## src/rtl/ysyx_csr_pkg.sv

```systemverilog
// ============================================================================
// Module   : ysyx_csr_pkg
// Brief    : Machine-mode CSR addresses, mstatus field positions and the
//            trap/mret sequencer state encoding.
// Revision : 1.0
// ============================================================================
`default_nettype none

package ysyx_csr_pkg;

    localparam logic [11:0] CSR_MSTATUS = 12'h300;
    localparam logic [11:0] CSR_MTVEC   = 12'h305;
    localparam logic [11:0] CSR_MEPC    = 12'h341;
    localparam logic [11:0] CSR_MCAUSE  = 12'h342;

    localparam int MSTATUS_MIE    = 3;
    localparam int MSTATUS_MPIE   = 7;
    localparam int MSTATUS_MPP_LO = 11;
    localparam int MSTATUS_MPP_HI = 12;

    typedef enum logic [2:0] {
        ST_IDLE        = 3'd0,
        ST_CSR_WR      = 3'd1,
        ST_TRAP_EPC    = 3'd2,
        ST_TRAP_CAUSE  = 3'd3,
        ST_TRAP_STATUS = 3'd4,
        ST_MRET_STATUS = 3'd5,
        ST_REDIRECT    = 3'd6
    } csr_trap_state_t;

endpackage

`default_nettype wire

```

## src/rtl/ysyx_csr_trap_vec.sv

```systemverilog
// ============================================================================
// Module   : ysyx_csr_trap_vec
// Brief    : Combinational trap target from mtvec and mcause (direct or
//            vectored for interrupts).
// Revision : 1.0
// ============================================================================
`default_nettype none

module ysyx_csr_trap_vec #(
    parameter int BIT_W       = 32,
    parameter int VECTORED_EN = 0
) (
    input  logic [BIT_W-1:0] mtvec,
    input  logic [BIT_W-1:0] cause,
    output logic [BIT_W-1:0] target_pc
);

    logic [BIT_W-1:0] w_base;
    assign w_base = {mtvec[BIT_W-1:2], 2'b00};

    generate
        if (VECTORED_EN != 0) begin : g_vectored
            // The shifted cause is truncated to BIT_W, so its top code bit drops out.
            logic w_unused_bit;
            assign w_unused_bit = cause[BIT_W-2];

            always_comb begin
                target_pc = w_base;
                if (mtvec[1:0] == 2'b01 && cause[BIT_W-1]) begin
                    target_pc = w_base + {cause[BIT_W-3:0], 2'b00};
                end
            end
        end else begin : g_direct
            logic w_unused_bits;
            assign w_unused_bits = ^{cause, mtvec[1:0]};
            assign target_pc     = w_base;
        end
    endgenerate

endmodule

`default_nettype wire

```

## src/rtl/ysyx_csr_trap_ctrl.sv

```systemverilog
// ============================================================================
// Module   : ysyx_csr_trap_ctrl
// Brief    : Owns the CSR file write port; serialises CSR-instruction writes,
//            trap entry and mret, ending traps/mret with an IFU redirect.
// Revision : 1.0
// ============================================================================
`default_nettype none

module ysyx_csr_trap_ctrl
    import ysyx_csr_pkg::*;
#(
    parameter int BIT_W       = 32,
    parameter int R_W         = 12,
    parameter int VECTORED_EN = 0
) (
    input  logic             clk,
    input  logic             rst_n,
    input  logic             csr_req_valid,
    output logic             csr_req_ready,
    input  logic [R_W-1:0]   csr_req_addr,
    input  logic [BIT_W-1:0] csr_req_data,
    input  logic             trap_valid,
    output logic             trap_ready,
    input  logic [BIT_W-1:0] trap_pc,
    input  logic [BIT_W-1:0] trap_cause,
    input  logic             mret_valid,
    output logic             mret_ready,
    input  logic [BIT_W-1:0] mstatus_i,
    input  logic [BIT_W-1:0] mtvec_i,
    input  logic [BIT_W-1:0] mepc_i,
    output logic             csr_wen,
    output logic [R_W-1:0]   csr_waddr,
    output logic [BIT_W-1:0] csr_wdata,
    output logic             redirect_valid,
    input  logic             redirect_ready,
    output logic [BIT_W-1:0] redirect_pc,
    output logic             busy
);

    csr_trap_state_t  r_state;
    csr_trap_state_t  w_state_nxt;
    logic [BIT_W-1:0] r_pc;
    logic [BIT_W-1:0] r_cause;
    logic [R_W-1:0]   r_addr;
    logic [BIT_W-1:0] r_data;
    logic [BIT_W-1:0] r_redirect_pc;
    logic [BIT_W-1:0] w_redirect_nxt;
    logic [BIT_W-1:0] w_trap_target;
    logic [BIT_W-1:0] w_trap_status;
    logic [BIT_W-1:0] w_mret_status;

    ysyx_csr_trap_vec #(
        .BIT_W       (BIT_W),
        .VECTORED_EN (VECTORED_EN)
    ) u_trap_vec (
        .mtvec     (mtvec_i),
        .cause     (r_cause),
        .target_pc (w_trap_target)
    );

    always_comb begin
        w_trap_status                                = mstatus_i;
        w_trap_status[MSTATUS_MPIE]                  = mstatus_i[MSTATUS_MIE];
        w_trap_status[MSTATUS_MIE]                   = 1'b0;
        w_trap_status[MSTATUS_MPP_HI:MSTATUS_MPP_LO] = 2'b11;

        w_mret_status               = mstatus_i;
        w_mret_status[MSTATUS_MIE]  = mstatus_i[MSTATUS_MPIE];
        w_mret_status[MSTATUS_MPIE] = 1'b1;
    end

    always_ff @(posedge clk or negedge rst_n) begin
        if (!rst_n) begin
            r_state <= ST_IDLE;
        end else begin
            r_state <= w_state_nxt;
        end
    end

    // Readies are gated by rst_n so nothing is accepted while reset is held.
    always_comb begin
        w_state_nxt    = r_state;
        csr_req_ready  = 1'b0;
        trap_ready     = 1'b0;
        mret_ready     = 1'b0;
        csr_wen        = 1'b0;
        csr_waddr      = '0;
        csr_wdata      = '0;
        redirect_valid = 1'b0;
        w_redirect_nxt = r_redirect_pc;
        case (r_state)
            ST_IDLE: begin
                if (rst_n) begin
                    if (trap_valid) begin
                        trap_ready  = 1'b1;
                        w_state_nxt = ST_TRAP_EPC;
                    end else if (mret_valid) begin
                        mret_ready  = 1'b1;
                        w_state_nxt = ST_MRET_STATUS;
                    end else if (csr_req_valid) begin
                        csr_req_ready = 1'b1;
                        w_state_nxt   = ST_CSR_WR;
                    end
                end
            end
            ST_CSR_WR: begin
                csr_wen     = 1'b1;
                csr_waddr   = r_addr;
                csr_wdata   = r_data;
                w_state_nxt = ST_IDLE;
            end
            ST_TRAP_EPC: begin
                csr_wen     = 1'b1;
                csr_waddr   = R_W'(CSR_MEPC);
                csr_wdata   = r_pc & ~BIT_W'(3);
                w_state_nxt = ST_TRAP_CAUSE;
            end
            ST_TRAP_CAUSE: begin
                csr_wen     = 1'b1;
                csr_waddr   = R_W'(CSR_MCAUSE);
                csr_wdata   = r_cause;
                w_state_nxt = ST_TRAP_STATUS;
            end
            ST_TRAP_STATUS: begin
                csr_wen        = 1'b1;
                csr_waddr      = R_W'(CSR_MSTATUS);
                csr_wdata      = w_trap_status;
                w_redirect_nxt = w_trap_target;
                w_state_nxt    = ST_REDIRECT;
            end
            ST_MRET_STATUS: begin
                csr_wen        = 1'b1;
                csr_waddr      = R_W'(CSR_MSTATUS);
                csr_wdata      = w_mret_status;
                w_redirect_nxt = mepc_i;
                w_state_nxt    = ST_REDIRECT;
            end
            ST_REDIRECT: begin
                redirect_valid = 1'b1;
                if (redirect_ready) begin
                    w_state_nxt = ST_IDLE;
                end
            end
            default: w_state_nxt = ST_IDLE;
        endcase
    end

    always_ff @(posedge clk or negedge rst_n) begin
        if (!rst_n) begin
            r_pc          <= '0;
            r_cause       <= '0;
            r_addr        <= '0;
            r_data        <= '0;
            r_redirect_pc <= '0;
        end else begin
            if (trap_ready) begin
                r_pc    <= trap_pc;
                r_cause <= trap_cause;
            end
            if (csr_req_ready) begin
                r_addr <= csr_req_addr;
                r_data <= csr_req_data;
            end
            r_redirect_pc <= w_redirect_nxt;
        end
    end

    assign redirect_pc = r_redirect_pc;
    assign busy        = (r_state != ST_IDLE);

endmodule

`default_nettype wire

```

## config.mk

```make
export PLATFORM = sky130hd
export DESIGN_NAME = ysyx_csr_trap_ctrl
export DESIGN_NICKNAME = d
export VERILOG_FILES = /design/src/rtl/ysyx_csr_pkg.sv /design/src/rtl/ysyx_csr_trap_vec.sv /design/src/rtl/ysyx_csr_trap_ctrl.sv
export SDC_FILE = /design/constraint.sdc
export NUM_CORES = 1
export LEC_CHECK = 0
export CAP_MARGIN = 20
export CORE_UTILIZATION = 38
export DETAILED_ROUTE_END_ITERATION = 10
export MAX_ROUTING_LAYER = met4
export PLACE_DENSITY = 0.81
export SYNTH_ARGS = -nofsm -noshare
export SYNTH_HDL_FRONTEND = slang
export SYNTH_SLANG_ARGS = --single-unit
```

## constraint.sdc

```tcl
create_clock -name clk -period 1.8 [get_ports clk]
set_input_delay 0.18 -clock clk [delete_from_list [all_inputs] [get_ports clk]]
set_output_delay 0.18 -clock clk [all_outputs]
set_load 0.02 [all_outputs]
```

==> run metrics <==
max-slew violations=0; Cells after DPL=1082; Routed wire per std cell=about 21 um; number of instances on the worst hold path=3; cells along the critical path=buf_4, nand2b_4, nor2_4, buf_12, a222oi_1, buf_4, nor2_4, buf_4; crit path setup slack, layout=-0.493 ns; Die Outline Area=18100 um^2; post-route insts no fill=about 1200; drt first pass iters=5; async set-or-reset flop fraction in the synthesized netlist=100%; fraction of synthesized cell area taken by the top area cell type=between 50% and 60%; TritonCTS clock tree=done; post-synthesis net count=~760; switching power summed over all nets=about 0.0078 W; Relative slew margins=49.7%; reg-to-reg slack, setup=-0.34 ns; clock network fraction of design power=around 16%; leakage power total=between 5 and 6 nW; number of global-route vias before repair=6259; overall die height=around 130 um; CTS sink cnt=approximately 140; clock edge transition at the registers on the reported setup and hold paths=0.07 ns; gr usage total=26.0%; Period minus WS final=approximately 2.3 ns; Crit Path Class=reg2out; fraction of power spent switching nets=a little under two fifths; CTS H-tree lvls=4; depth of the worst register-to-register path=10; buffer type at the clock tree root=sky130_fd_sc_hd__clkbuf_16; pin count of the biggest net entering global routing=around 140; Worst setup SP type=flop; number of CTS-inserted buffers=17; final-report hold violation count=0; violated checks=negative setup slack; fraction of final layout cells sized beyond drive strength 1=between 40% and 50%; core footprint=around 17000 um^2; unrepaired setup endpoints after global routing=true; cell family with most CP delay=buffers and inverters; Fin Clk Skew=0.00873 ns; top cells by instance count after synthesis=sky130_fd_sc_hd__dfrtp_1 (141), sky130_fd_sc_hd__mux2_2 (89), sky130_fd_sc_hd__nor2_1 (71); DR DRC count=0; post-synth cell types=39; share of total power in combinational logic=a little under three fifths; clock network latency to the later pin of the worst-skew pair=roughly 0.42 ns; final worst-path cycle share=127%; via total after detailed routing=a little over 6000; antenna-violating nets left=0; total wire length=around 24 mm; worst IR drop on VDD=around 0.00087 V; highest clock rate=around 440 MHz; chip width=135 um; data arrival time at the worst-slack endpoint=approximately 2.1 ns; Mapped Area=6680 um^2; endpoint of the worst-slack reg-to-reg timing path=r_pc[12]; worst-path fanout max=28; top cells by area, synth=sky130_fd_sc_hd__dfrtp_1 (53%), sky130_fd_sc_hd__mux2_2 (15%), sky130_fd_sc_hd__mux2_1 (7.2%); half-perimeter wire length after placement=approximately 15 mm; count of buffers inserted at the top-level ports=287; fill count=around 1200; global placer's final weighted congestion=between 0.8 and 0.9; post-synthesis to final-layout area growth=82.0%; nets@finish=roughly 1100; Hold Startpoint=mepc_i[1]; post-synthesis area per instance=12.2 um^2; global-route wire length before repair=34.1 mm; violation count after the first detailed-route iteration=about 370; Hold WC Path Type=in2reg; register bit count reported by yosys=about 140; Initial Utilization=between 30% and 40%; initial antenna violation count=1; crit path buf inv count=4; FF/Latch Area=3530 um^2; run status=finished, violations left; worst path required time=between 1.5 and 2 ns; endpoint class of the critical path=primary output; cell-internal power=~0.013 W; via count normalized by instance count=about 5.2; sequential element share of the synthesized area=between 50% and 60%; number of placement rows=48; worst reg2reg startpoint=r_state[2]; Syn. warnings=0; cell type with the highest aggregate area in the netlist=sky130_fd_sc_hd__dfrtp_1; total congestion overflow after global routing=0; total area of multi-input combinational cells=roughly 3400 um^2; number of primary I/O pins=292; post-layout total power=around 0.021 W; power per standard cell area=between 1500 and 2000 nW/um^2; sequential power share=27.2%; peak per-stage delay on the critical path=between 0.4 and 0.5 ns; synthesized netlist cell count=547; critical path's most frequent cell=sky130_fd_sc_hd__buf_4; total setup violations reported at the end of the flow=173; Worst Tran Pin Value=about 0.76 ns; Post-synth top flop=sky130_fd_sc_hd__dfrtp_1; most frequently used cell type in the post-synthesis netlist=sky130_fd_sc_hd__dfrtp_1; Clock Path Buffers=2; Max-Cap Viols=0; number of enable-type register cells in the synthesized netlist=0; Crit-path slowest cell=sky130_fd_sc_hd__dfrtp_2; destination of the worst hold path=redirect_pc[1]
[kinds of logic after synthesis]
logic type | share of synthesized area [%]
and+or+nand+nor | 7.09
muxes | 27.2
adders and majority gates | 0.187
DFF | 52.8
AOI/OAI and AO/OA | 8.97
buffers and inverters | 3.78
[metrics by stage]
step                      setup TNS, ns  util (%)  area, um^2  worst slack, ns  hold WS, ns
final                            -45.98      70.6       12200           -0.493        0.343
after global routing             -59.27      70.6       12200           -0.557        0.350
after CTS                        -44.65      67.5       11600           -0.570        0.303
after detailed placement         -20.52      60.5       10400           -0.431        0.397
after global placement           -18.70      60.5       10400           -0.408        0.397
after floorplan                  -0.382         -        6850          -0.0613       -0.116
[cell usage in the layout, fill, tap and decap left out, types with 3 or more instances in the layout]
cell	instances
sky130_fd_sc_hd__and2_1	7
sky130_fd_sc_hd__buf_16	8
sky130_fd_sc_hd__mux2_2	82
sky130_fd_sc_hd__mux2i_2	8
sky130_fd_sc_hd__nor2_2	6
sky130_fd_sc_hd__a21oi_1	34
sky130_fd_sc_hd__buf_6	43
sky130_fd_sc_hd__and2_4	3
sky130_fd_sc_hd__buf_8	4
sky130_fd_sc_hd__a21oi_2	5
sky130_fd_sc_hd__buf_2	8
sky130_fd_sc_hd__o21ai_1	4
sky130_fd_sc_hd__mux2i_1	23
sky130_fd_sc_hd__clkinv_4	4
sky130_fd_sc_hd__clkinvlp_4	4
sky130_fd_sc_hd__nor2_4	22
sky130_fd_sc_hd__inv_2	5
sky130_fd_sc_hd__nand2_1	7
sky130_fd_sc_hd__a222oi_1	26
sky130_fd_sc_hd__buf_12	18
sky130_fd_sc_hd__dfrtp_1	139
sky130_fd_sc_hd__buf_4	75
sky130_fd_sc_hd__mux2_4	50
sky130_fd_sc_hd__inv_6	3
sky130_fd_sc_hd__clkbuf_16	23
sky130_fd_sc_hd__clkdlybuf4s50_1	236
sky130_fd_sc_hd__nor2_1	44
sky130_fd_sc_hd__inv_1	3
[power by group through the flow]
stage          clock [W]  combinational (W)  sequential, W
2_1_floorplan          0            0.00521        0.00575
3_3_place_gp           0            0.00967        0.00558
3_5_place_dp           0            0.00987        0.00564
4_1_cts          0.00329             0.0109        0.00562
5_1_grt          0.00346             0.0127        0.00586
6_report         0.00327             0.0120        0.00570
[how the worst max path moves through the flow]
stage | startpoint | slack [ns] | cells after the start | to
floorplan | r_state[1] | -0.06 | 5 | csr_wdata[0]
global placement | r_state[1] | -0.41 | 7 | csr_wdata[12]
detailed placement | r_state[1] | -0.43 | 7 | csr_wdata[25]
CTS | r_state[0] | -0.57 | 6 | csr_wdata[20]
global route | r_state[2] | -0.56 | 8 | csr_wdata[16]
finish | r_state[0] | -0.49 | 8 | csr_wdata[27]
[area by class of cell]
cell class,instances,area share [%]
timing repair buffer,403,35.6
tap,225,2.31
antenna,1,0.0206
multi-input combinational,354,28.3
inverter,10,0.350
sequential,141,29.0
clock buffer,18,3.53
clock inverter,14,0.926
[flip-flops by register name, indices dropped and copies added, names as in the netlist]
name	flops
redirect_pc	32
r_pc	30
r_data	32
r_state	3
r_cause	32
r_addr	12
[timing repair]
action / in CTS / in global routing
pin swaps: 19 / 59
resized for setup: 289 / 136
hold buffers: 1 / 0
setup buffers: 23 / 15
hold endpoints to repair: 141 / 0
setup endpoints to repair: 172 / 188
gates cloned: 12 / 6
[per-layer routing]
layer,global-route usage [%],wire (um),up-vias
li1,-,-,2761
met1,30.1,9640,3014
met2,43.4,12300,256
met3,5.89,1490,50
met4,10.9,768,0
met5,-,0,-
[worst reg2reg max path, cell delays in order (launching register included)]
cell and delay (ns):
sky130_fd_sc_hd__dfrtp_2 0.45, sky130_fd_sc_hd__buf_6 0.15, sky130_fd_sc_hd__buf_8 0.13, sky130_fd_sc_hd__nor3_4 0.19, sky130_fd_sc_hd__buf_4 0.14, sky130_fd_sc_hd__and2_4 0.15, sky130_fd_sc_hd__buf_6 0.12, sky130_fd_sc_hd__nand2_8 0.08
sky130_fd_sc_hd__buf_12 0.18, sky130_fd_sc_hd__buf_12 0.14, sky130_fd_sc_hd__mux2_4 0.30
(Power assumes the default switching activity.)
